==> config.mk <==
export PLATFORM = sky130hd
export DESIGN_NAME = store_buffer
export DESIGN_NICKNAME = d
export VERILOG_FILES = /design/src/rtl/store_buffer.sv
export SDC_FILE = /design/constraint.sdc
export NUM_CORES = 1
export LEC_CHECK = 0
export CORE_MARGIN = 5
export CORE_UTILIZATION = 40
export CTS_CLUSTER_DIAMETER = 80
export DETAILED_ROUTE_END_ITERATION = 7
export PLACE_DENSITY = 0.61
export SETUP_SLACK_MARGIN = 0.3
export SLEW_MARGIN = 25
export SYNTH_ARGS = -nofsm -noshare
export SYNTH_HDL_FRONTEND = slang
export SYNTH_SLANG_ARGS = --single-unit
export TNS_END_PERCENT = 10
==> constraint.sdc <==
create_clock -name clk -period 10.9 [get_ports clk]
set_input_delay 2.18 -clock clk [delete_from_list [all_inputs] [get_ports clk]]
set_output_delay 2.18 -clock clk [all_outputs]
set_load 0.02 [all_outputs]
==> src/rtl/store_buffer.sv <==
// rtl/store_buffer.sv - store write buffer with load forwarding between MEM stage and data memory
module store_buffer #(
    parameter int DEPTH  = 4,
    parameter int ADDR_W = 32,
    parameter int DATA_W = 32
) (
    input  logic              clk,
    input  logic              reset,
    input  logic [ADDR_W-1:0] cpu_addr,
    input  logic [DATA_W-1:0] cpu_data,
    input  logic              cpu_we,
    input  logic              cpu_re,
    output logic [DATA_W-1:0] cpu_q,
    output logic              cpu_busy,
    output logic              empty,
    output logic [ADDR_W-1:0] mem_addr,
    output logic [DATA_W-1:0] mem_data,
    output logic              mem_we,
    output logic              mem_re,
    input  logic [DATA_W-1:0] mem_q,
    input  logic              mem_busy
);
    localparam int PTR_W = $clog2(DEPTH);
    localparam int CNT_W = PTR_W + 1;

    logic [ADDR_W-1:0] addr_buf [DEPTH];
    logic [DATA_W-1:0] data_buf [DEPTH];
    logic [PTR_W-1:0]  head, tail;
    logic [CNT_W-1:0]  count;
    logic              hit_d;
    logic [DATA_W-1:0] fwd_q;

    logic              hit;
    logic [DATA_W-1:0] hit_data;
    logic [PTR_W-1:0]  idx;
    logic              full, do_store, do_load, load_miss, do_push, do_pop;

    // Walk oldest to youngest so the youngest matching entry overrides earlier ones.
    always_comb begin
        hit      = 1'b0;
        hit_data = '0;
        idx      = '0;
        for (int i = 0; i < DEPTH; i++) begin
            idx = head + PTR_W'(i);
            if ((CNT_W'(i) < count) && (addr_buf[idx] == cpu_addr)) begin
                hit      = 1'b1;
                hit_data = data_buf[idx];
            end
        end
    end

    always_comb begin
        full      = (count == CNT_W'(DEPTH));
        do_store  = cpu_we && !reset;
        do_load   = cpu_re && !cpu_we && !reset;
        load_miss = do_load && !hit;
        do_push   = do_store && !full;
        do_pop    = (count != '0) && !load_miss && !mem_busy && !reset;
        mem_re    = load_miss && !mem_busy;
        mem_we    = do_pop;
        mem_addr  = mem_re ? cpu_addr : (mem_we ? addr_buf[head] : '0);
        mem_data  = mem_we ? data_buf[head] : '0;
        cpu_busy  = (do_store && full) || (load_miss && mem_busy);
        cpu_q     = hit_d ? fwd_q : mem_q;
        empty     = (count == '0);
    end

    always_ff @(posedge clk) begin
        if (reset) begin
            head  <= '0;
            tail  <= '0;
            count <= '0;
            hit_d <= 1'b1;
            fwd_q <= '0;
        end else begin
            if (do_push) begin
                addr_buf[tail] <= cpu_addr;
                data_buf[tail] <= cpu_data;
                tail           <= tail + 1'b1;
            end
            if (do_pop)
                head <= head + 1'b1;
            case ({do_push, do_pop})
                2'b10:   count <= count + 1'b1;
                2'b01:   count <= count - 1'b1;
                default: count <= count;
            endcase
            // hit_d/fwd_q only move when a load is actually accepted.
            if (do_load && hit) begin
                hit_d <= 1'b1;
                fwd_q <= hit_data;
            end else if (mem_re) begin
                hit_d <= 1'b0;
            end
        end
    end
endmodule
* After elaboration in Yosys (flattened, before gate mapping)
Memories as Yosys holds them, arrays and structs flattened. A register that Yosys moved wholly into a read port is not among the register bits.
Cells that the tools add are included.
** Storage, ports and cells
- Bits in registers :: 40
- Bits in writable memories :: 256
- Logic and storage cells :: 71
- Memories :: 2
** Memory list
- addr_buf :: words 4, bits a word 32, rd ports 4, clocked after Yosys merged registers in 1, wr ports 1, line 26 : logic [ADDR_W-1:0] addr_buf [DEPTH];
- data_buf :: words 4, bits a word 32, rd ports 4, clocked after Yosys merged registers in 1, wr ports 1, line 27 : logic [DATA_W-1:0] data_buf [DEPTH];
** Operators by class
- Magnitude comparators :: 4
- $add $sub $neg :: 6
- Reductions and logical operators :: 27
- Muxes and demuxes :: 20
- Equality and inequality tests :: 7
** Operator list (count)
- $mux W32 :: 8
- $eq A32 B32 Y1 :: 4
- $logic_and A1 B1 Y1 :: 16
- $mux W2 :: 4
- $mux W1 :: 7
- $logic_not A1 Y1 :: 6
- $lt A1 B3 Y1 const A :: 2
- $lt A2 B3 Y1 const A :: 2
- $pmux W3 S2 :: 1
- $add A2 B1 Y2 const B :: 2
- $add A2 B2 Y2 const B :: 2
- $add A3 B1 Y3 const B :: 1
- $eq A3 B3 Y1 const B :: 1
- $logic_not A3 Y1 :: 1
- $reduce_bool A3 Y1 :: 1
- $sub A3 B1 Y3 const B :: 1
- $eq A2 B1 Y1 const B :: 1
- $eq A2 B2 Y1 const B :: 1
- $reduce_bool A2 Y1 :: 1
- $reduce_or A2 Y1 :: 1
- $logic_or A1 B1 Y1 :: 1

* Depth between registers and ports, before layout
Gate-level depths: netlist of run 1.
An unclocked memory read counts as a cell.
- Word-level depth :: 15
- Mapped depth :: 18
- Depth with buffers taken out :: 14

* Worst setup path after synthesis of run 1
OpenSTA, ideal clock, no wires.
- Path kind :: input -> output
- From :: in cpu_addr[1]
- To :: out mem_addr[10]
- Stages on the path :: 10
- Arrival time :: 4.970 ns
- Required time :: 8.720 ns
- Buffers on the path :: 2
- Setup slack :: 3.750 ns
- Cells stage by stage :: buf_1 xnor2_1 or4bb_1 o31ai_1 or4b_1 a2111oi_2 a2111oi_4 nand2_1 buf_4 mux2i_1
** Between the ends
- Word-level cells in the longest chain between the ends :: 14
- Elaborated cells between the ends (all ways) :: 21
- Classes of those cells :: 4 x eq/ne; 6 x mux; 11 x reduce/logical
** RTL lines
- start, declared :: line 9 : input logic [ADDR_W-1:0] cpu_addr,
- $eq A32 B32 Y1 :: line 45 : if ((CNT_W'(i) < count) && (addr_buf[idx] == cpu_addr)) begin
- $logic_and A1 B1 Y1 :: line 45
- $mux W1 (3 in a row) :: line 45
- $mux W1 * :: line 45
- $logic_not A1 Y1 * :: line 56 : load_miss = do_load && !hit;
- $logic_and A1 B1 Y1 * :: line 56
- $logic_not A1 Y1 :: line 58 : do_pop = (count != '0) && !load_miss && !mem_busy && !reset;
- $logic_and A1 B1 Y1 (3 in a row) :: line 58
- $mux W32 :: line 61 : mem_addr = mem_re ? cpu_addr : (mem_we ? addr_buf[head] : '0);
- $mux W32 * :: line 61
- end, declared :: line 16 : output logic [ADDR_W-1:0] mem_addr,
Every way passes the cells marked *; elsewhere a longest branch is shown, timed or not.

* Worst setup path in the final report of run 1
- From :: in cpu_addr[9]
- To :: out mem_addr[8]
The elaborated chain is that of the path after synthesis.

==> flow_summary.yaml, run 1 <==
worst_hold_path:
  whs_path_depth: 2
  hp-start: "fwd_q[30]"
  worstHoldPathType: "flop to flop"
cts:
  clkSinkCount: 298
  clkTransAtPathRegs_ns: 0.06
  root_buffer: "clkbuf_16"
  clock_latency_ns: 0.56
  cts_resized: 0
  numCtsBuffers: 36
  cts_buffer_depth: 3
  cts_tree: "built"
  cts_max_level: 2
  cts_hold_buf: 0
  cts_setup_buffers: 0
synthesis:
  yosysWarnings: 0
  syn_inst: 1689
  synth_nets: 1799
  ys_top_cells_by_area: "edfxtp_1 37%, mux4_2 13%, mux2i_1 10%"
  synth.cell_area_um2: 20500
  synth_cell_types: 82
  synth-seq-cells: 298
  yosys.area.top_type: "edfxtp_1"
  synth_common_cells: "256 x edfxtp_1, 209 x mux2i_1, 133 x nand2_1"
  avgSynthCellArea_um2: 12.1
  yosysMostFrequentCell: "edfxtp_1"
  synth-main-ff-cell: "edfxtp_1"
  ys_async_sr_fraction: 0
  ys_seq_area_frac: 0.416
  synth_edf_count: 256
  synth_top_area_frac: 0.375
route:
  route.vias.total: 15300
  drtIter0Drc: 1300
  antenna_left: 0
  first_pass_iters: 5
  drt_wl_total_um: 66800
  drt-wirelength-per-cell_um: 26.7
  drc: 0
  viasPerCell: 6.09
placed_design:
  dp_slack_ns: 1.89
  place_inst: 2439
  place.gp.congestion: 0.961
  io_buffers: 200
  place_area_um2: 22800
  dp_hpwl_um: 45400
timing:
  tightestPinTransition_ns: 0.957
  hold_violations: 0
  fin_skew_ns: 0.0288
  fmax_ghz: 0.111
  rsz0062_at_grt: "false"
  hold_ws_ns: 0.457
  finalCritPeriodShare: 0.827
  setup_ws_ns: 1.88
  setup_viol: 0
  min_period_ns: 9.02
  finalSetupTns_ns: 0
  maxSlewHeadroom: 0.362
  drv_slew: 0
worst_setup_path:
  reg2regPathDepth: 13
  cp_max_fo: 18
  r2r_start: "head[0]"
  cp-start-kind: "input port"
  worstSetupPathType: "input port to output port"
  crit_arrival_ns: 6.84
  crit_required_ns: 8.72
  worstSetupEndpointType: "output port"
  startpoint: "cpu_addr[9]"
layout:
  design_area_um2: 24000
  final_cells: 2506
  fillCellCount: 4561
  syn_to_final_growth_pct: 17.1
  layout-drive-gt1-share: 0.177
  utilization: 0.470
  nets: 1908
global_route:
  grt_first_pass_wirelength_um: 99100
  overflow: 0
  grt_pass1_vias: 15100
  grt_start_max_net_pins: 90
  antenna_found_initial: 5
  grt.total_usage: 0.230
power_and_ir_drop:
  p_per_area_nw_per_um2: 138
  seqPwrFrac: 0.399
  p_sw_uw: 956
  cellLeakagePower_nw: 7.61
  peakVddDrop_uv: 103
  p_comb_frac: 0.236
  power_mw: 3.31
  clkPwrFrac: 0.366
  p_int_mw: 2.35
  switching_share: 0.289
floorplanning:
  coreArea_um2: 51100
  die_w_um: 236
  io_pins: 201
  row_count: 83
  initial_core_util: 0.401
  dieHeight_um: 236
  die_area_um2: 55900
outcome:
  status: "completed"
flow_run:
  cap_viol_max_count: 0
-- layout make-up --
class,count,area [um2],share of cell area
clock inverter,19,234,0.00974
inverter,47,178,0.00740
antenna,3,7.51,0.000313
multi-input combinational,1187,11000,0.458
clock buffer,44,941,0.0392
sequential,298,8540,0.356
timing repair buffer,228,2250,0.0936
tap,680,851,0.0354
-- worst paths after layout --
kind / endpoint / slack (ns)
worst max-delay path: mem_addr[8] / 1.88
worst min-delay path: fwd_q[30] / 0.46
worst max register to register: count[2] / 5.53
worst min register to register: fwd_q[30] / 0.46
-- worst max-delay path, cell delays in order --
cell             delay (ns)
clkdlybuf4s50_1        0.90
o2bb2ai_1              0.15
or4bb_1                0.50
o31ai_1                0.16
or4b_1                 0.51
a2111oi_2              0.43
a2111oi_4              0.15
nand2_2                0.48
buf_4                  0.42
mux2i_1                0.27
clkdlybuf4s50_1        0.64
-- kinds of logic (layout without fill, tap and decap cells) --
| logic type | after synthesis | after routing | synth area share |
|---|---|---|---|
| fa+ha+maj | 9 | 9 | 0.00549 |
| flops | 298 | 298 | 0.416 |
| mux | 404 | 404 | 0.277 |
| simple gates | 426 | 426 | 0.109 |
| other cells | 0 | 3 | 0 |
| xor+xnor | 112 | 112 | 0.0478 |
| compound gates | 236 | 236 | 0.0959 |
| buf+inv | 204 | 338 | 0.0492 |
-- registers in the layout (all words and copies together) (netlist names), named ones only --
register  count
hit_d         1
fwd_q        32
count         3
head          2
tail          2
addr_buf    128
data_buf    128
-- per-layer routing --
metal / wire length (um) / global-route usage / up-vias
met4: 2140 / 0.0736 / 2
li1: - / - / 6791
met2: 31800 / 0.378 / 622
met1: 28400 / 0.311 / 7734
met3: 4480 / 0.0401 / 108
met5: 7 / 0 / -
-- layout by cell type, fill, tap and decap left out, types with 35 or more instances in the layout --
cell type        netlist  layout
and2_1                39      35
inv_1                 47      46
nand2b_1              36      36
xnor2_1               93      93
mux4_2               122     122
nand2_1              133     132
o2111ai_1             35      35
nor2_1                63      62
clkdlybuf4s50_1        0     200
clkbuf_16              0      36
mux2i_1              209     209
edfxtp_1             256     256
mux2_2                71      71
a31oi_1               36      36
dfxtp_1               42      38
-- power groups by stage --
stage | sequential [mW] | clock [mW] | combinational (mW)
finish | 1.32 | 1.21 | 0.779
global route | 1.32 | 1.29 | 0.823
CTS | 1.33 | 1.24 | 0.762
detailed placement | 1.35 | 0 | 0.757
global placement | 1.35 | 0 | 0.754
floorplan | 1.31 | 0 | 0.554
Note: power is estimated with default switching activity, not from simulation.
==> run 2: changes to the inputs <==
--- a/config.mk
+++ b/config.mk
@@ -9,7 +9,7 @@
 export CORE_UTILIZATION = 40
 export CTS_CLUSTER_DIAMETER = 80
 export DETAILED_ROUTE_END_ITERATION = 7
-export PLACE_DENSITY = 0.61
+export PLACE_DENSITY = 0.64
 export SETUP_SLACK_MARGIN = 0.3
 export SLEW_MARGIN = 25
 export SYNTH_ARGS = -nofsm -noshare
==> constraint.sdc (replaced) <==
create_clock -name clk -period 7.6 [get_ports clk]
set_input_delay 1.52 -clock clk [delete_from_list [all_inputs] [get_ports clk]]
set_output_delay 1.52 -clock clk [all_outputs]
set_load 0.02 [all_outputs]
==> run 2 against run 1 <==
Worst hold slack better by 0.00082 ns. Clock skew rose by 0.011 ns. Die area is the same. Via count up 1.3%. Clock power up 42%. Core utilization up 0.54 points.
==> flow_summary.yaml, run 2 (synthesized netlist as in run 1, its figures left out) <==
outcome:
  status: "completed"
cts:
  cts_max_level: 2
  cts_buffer_depth: 3
  numCtsBuffers: 37
  cts_tree: "built"
  root_buffer: "clkbuf_16"
  clkSinkCount: 298
  cts_hold_buf: 0
  clock_latency_ns: 0.58
  clkTransAtPathRegs_ns: 0.06
layout:
  design_area_um2: 24300
  layout_common_cells: "256 x edfxtp_1, 209 x mux2i_1, 198 x clkdlybuf4s50_1"
  layout-drive-gt1-share: 0.197
  multi_input_area_um2: 11000
  final_cells: 2538
  seqCellArea_um2: 8540
  final_common_cell: "edfxtp_1"
  fillCellCount: 4632
  nets: 1935
  largest_registers: "addr_buf: 128 flops, data_buf: 128 flops, fwd_q: 32 flops"
  syn_to_final_growth_pct: 18.4
timing:
  tightestPinTransition_ns: 1.02
  rsz0062_at_grt: "false"
  finalSetupTns_ns: 0
  drv_slew: 0
  hold_violations: 0
  finalCritPeriodShare: 0.938
  fmax_ghz: 0.140
  fin_skew_ns: 0.0399
  setup_viol: 0
  maxSlewHeadroom: 0.321
  min_period_ns: 7.13
worst_setup_path:
  cp-start-kind: "input port"
  crit_chain: "clkdlybuf4s50_1 > inv_1 > o22ai_1 > nor2_1 > a41oi_1 > nor4_1 > and4b_1 > a2111oi_4 > nand2_2 > buf_12 > o31ai_2 > clkdlybuf4s50_1"
  worstSetupEndpointType: "output port"
  cp_common_cell: "clkdlybuf4s50_1"
  crit_arrival_ns: 5.61
  slowest_delay_ns: 0.72
  crit_required_ns: 6.08
  cp_max_fo: 28
  worstSetupPathType: "input port to output port"
  cp_slowest_cell: "clkdlybuf4s50_1"
placed_design:
  place_area_um2: 23100
  place_inst: 2466
  io_buffers: 200
  place.gp.congestion: 0.988
  dp_hpwl_um: 45800
global_route:
  grt_pass1_vias: 15200
  met1_usage: 0.316
  grt_first_pass_wirelength_um: 99400
  antenna_found_initial: 6
  grt_start_max_net_pins: 102
  gr-usage-met3: 0.0441
  grt.total_usage: 0.230
  grt_use_met2: 0.375
  overflow: 0
  top_usage_layer: "met2"
floorplanning:
  coreArea_um2: 51100
  row_count: 83
  dieHeight_um: 236
  io_pins: 201
  initial_core_util: 0.401
  die_w_um: 236
  die_area_um2: 55900
route:
  antenna_left: 0
  route.vias.total: 15400
  viasPerCell: 6.09
  drt_wl_total_um: 66900
  first_pass_iters: 6
  drtIter0Drc: 1394
  drc: 0
  drt-wirelength-per-cell_um: 26.4
flow_run:
  cap_viol_max_count: 0
power_and_ir_drop:
  cellLeakagePower_nw: 7.78
  p_per_area_nw_per_um2: 195
  peakVddDrop_uv: 150
worst_hold_path:
  worstHoldPathType: "flop to flop"
run 2: changes by cell type in the layout (fill, tap and decap cells not counted), moves of 2 or more:
cell,previous run,this run
buf_4,25,47
clkinv_2,2,9
clkinv_1,8,2
buf_12,1,6
bufinv_16,5,1
clkinv_4,1,5
clkbuf_1,7,4
clkdlybuf4s50_1,200,198
clkinvlp_4,2,4
inv_8,0,2
run 2: per-layer routing:
metal	vias up	share of wire
met5	-	0.00028
met4	4	0.028
met3	100	0.073
met2	648	0.47
met1	7851	0.42
li1	6845	-
run 2: stage by stage:
stage / util / hold WS, ns / power (mW) / setup slack [ns]
6_report: 0.475 / 0.457 / 4.74 / 0.475
3_5_place_dp: 0.451 / 0.452 / 3.05 / 0.227
4_1_cts: 0.475 / 0.461 / 4.79 / 0.417
2_1_floorplan: - / 0.435 / 2.67 / 1.77
3_3_place_gp: 0.451 / 0.442 / 3.04 / 0.240
5_1_grt: 0.475 / 0.487 / 4.92 / 0.317
run 2: layout make-up:
cell class | instances | share of cell area
clock inverters | 26 | 0.0103
clock buffers | 42 | 0.0393
diodes | 4 | 0.000412
multi-input cells | 1187 | 0.454
well taps | 680 | 0.0350
repair buffers | 254 | 0.102
flip-flops and latches | 298 | 0.352
inverters | 47 | 0.00732
run 2: critical path: cells and delay by family:
kind	cells	cell delay [ns]
buf+inv	4	1.79
simple gates	4	0.71
compound gates	4	1.58
run 2: worst paths after layout:
path	start	to	slack (ns)	cells after the start
worst max-delay path	cpu_addr[0]	mem_addr[13]	0.47	12
worst min-delay path	fwd_q[29]	fwd_q[29]	0.46	2
worst max register to register	head[0]	count[2]	2.78	12
worst min register to register	fwd_q[29]	fwd_q[29]	0.46	2
run 2: repair_timing:
action / 4_1_cts / 5_1_grt
gates resized for setup: 2 / 1
setup endpoints to repair: 1 / 1
setup buffers: 0 / 0
gates cloned: 0 / 0
run 2: power breakdown:
| part | switching [mW] | internal, mW | leakage [nW] |
|---|---|---|---|
| combinational | 0.624 | 0.506 | 4.53 |
| sequential | 0.0652 | 1.83 | 2.67 |
| clock | 0.749 | 0.967 | 0.582 |
| total | 1.44 | 3.30 | 7.78 |
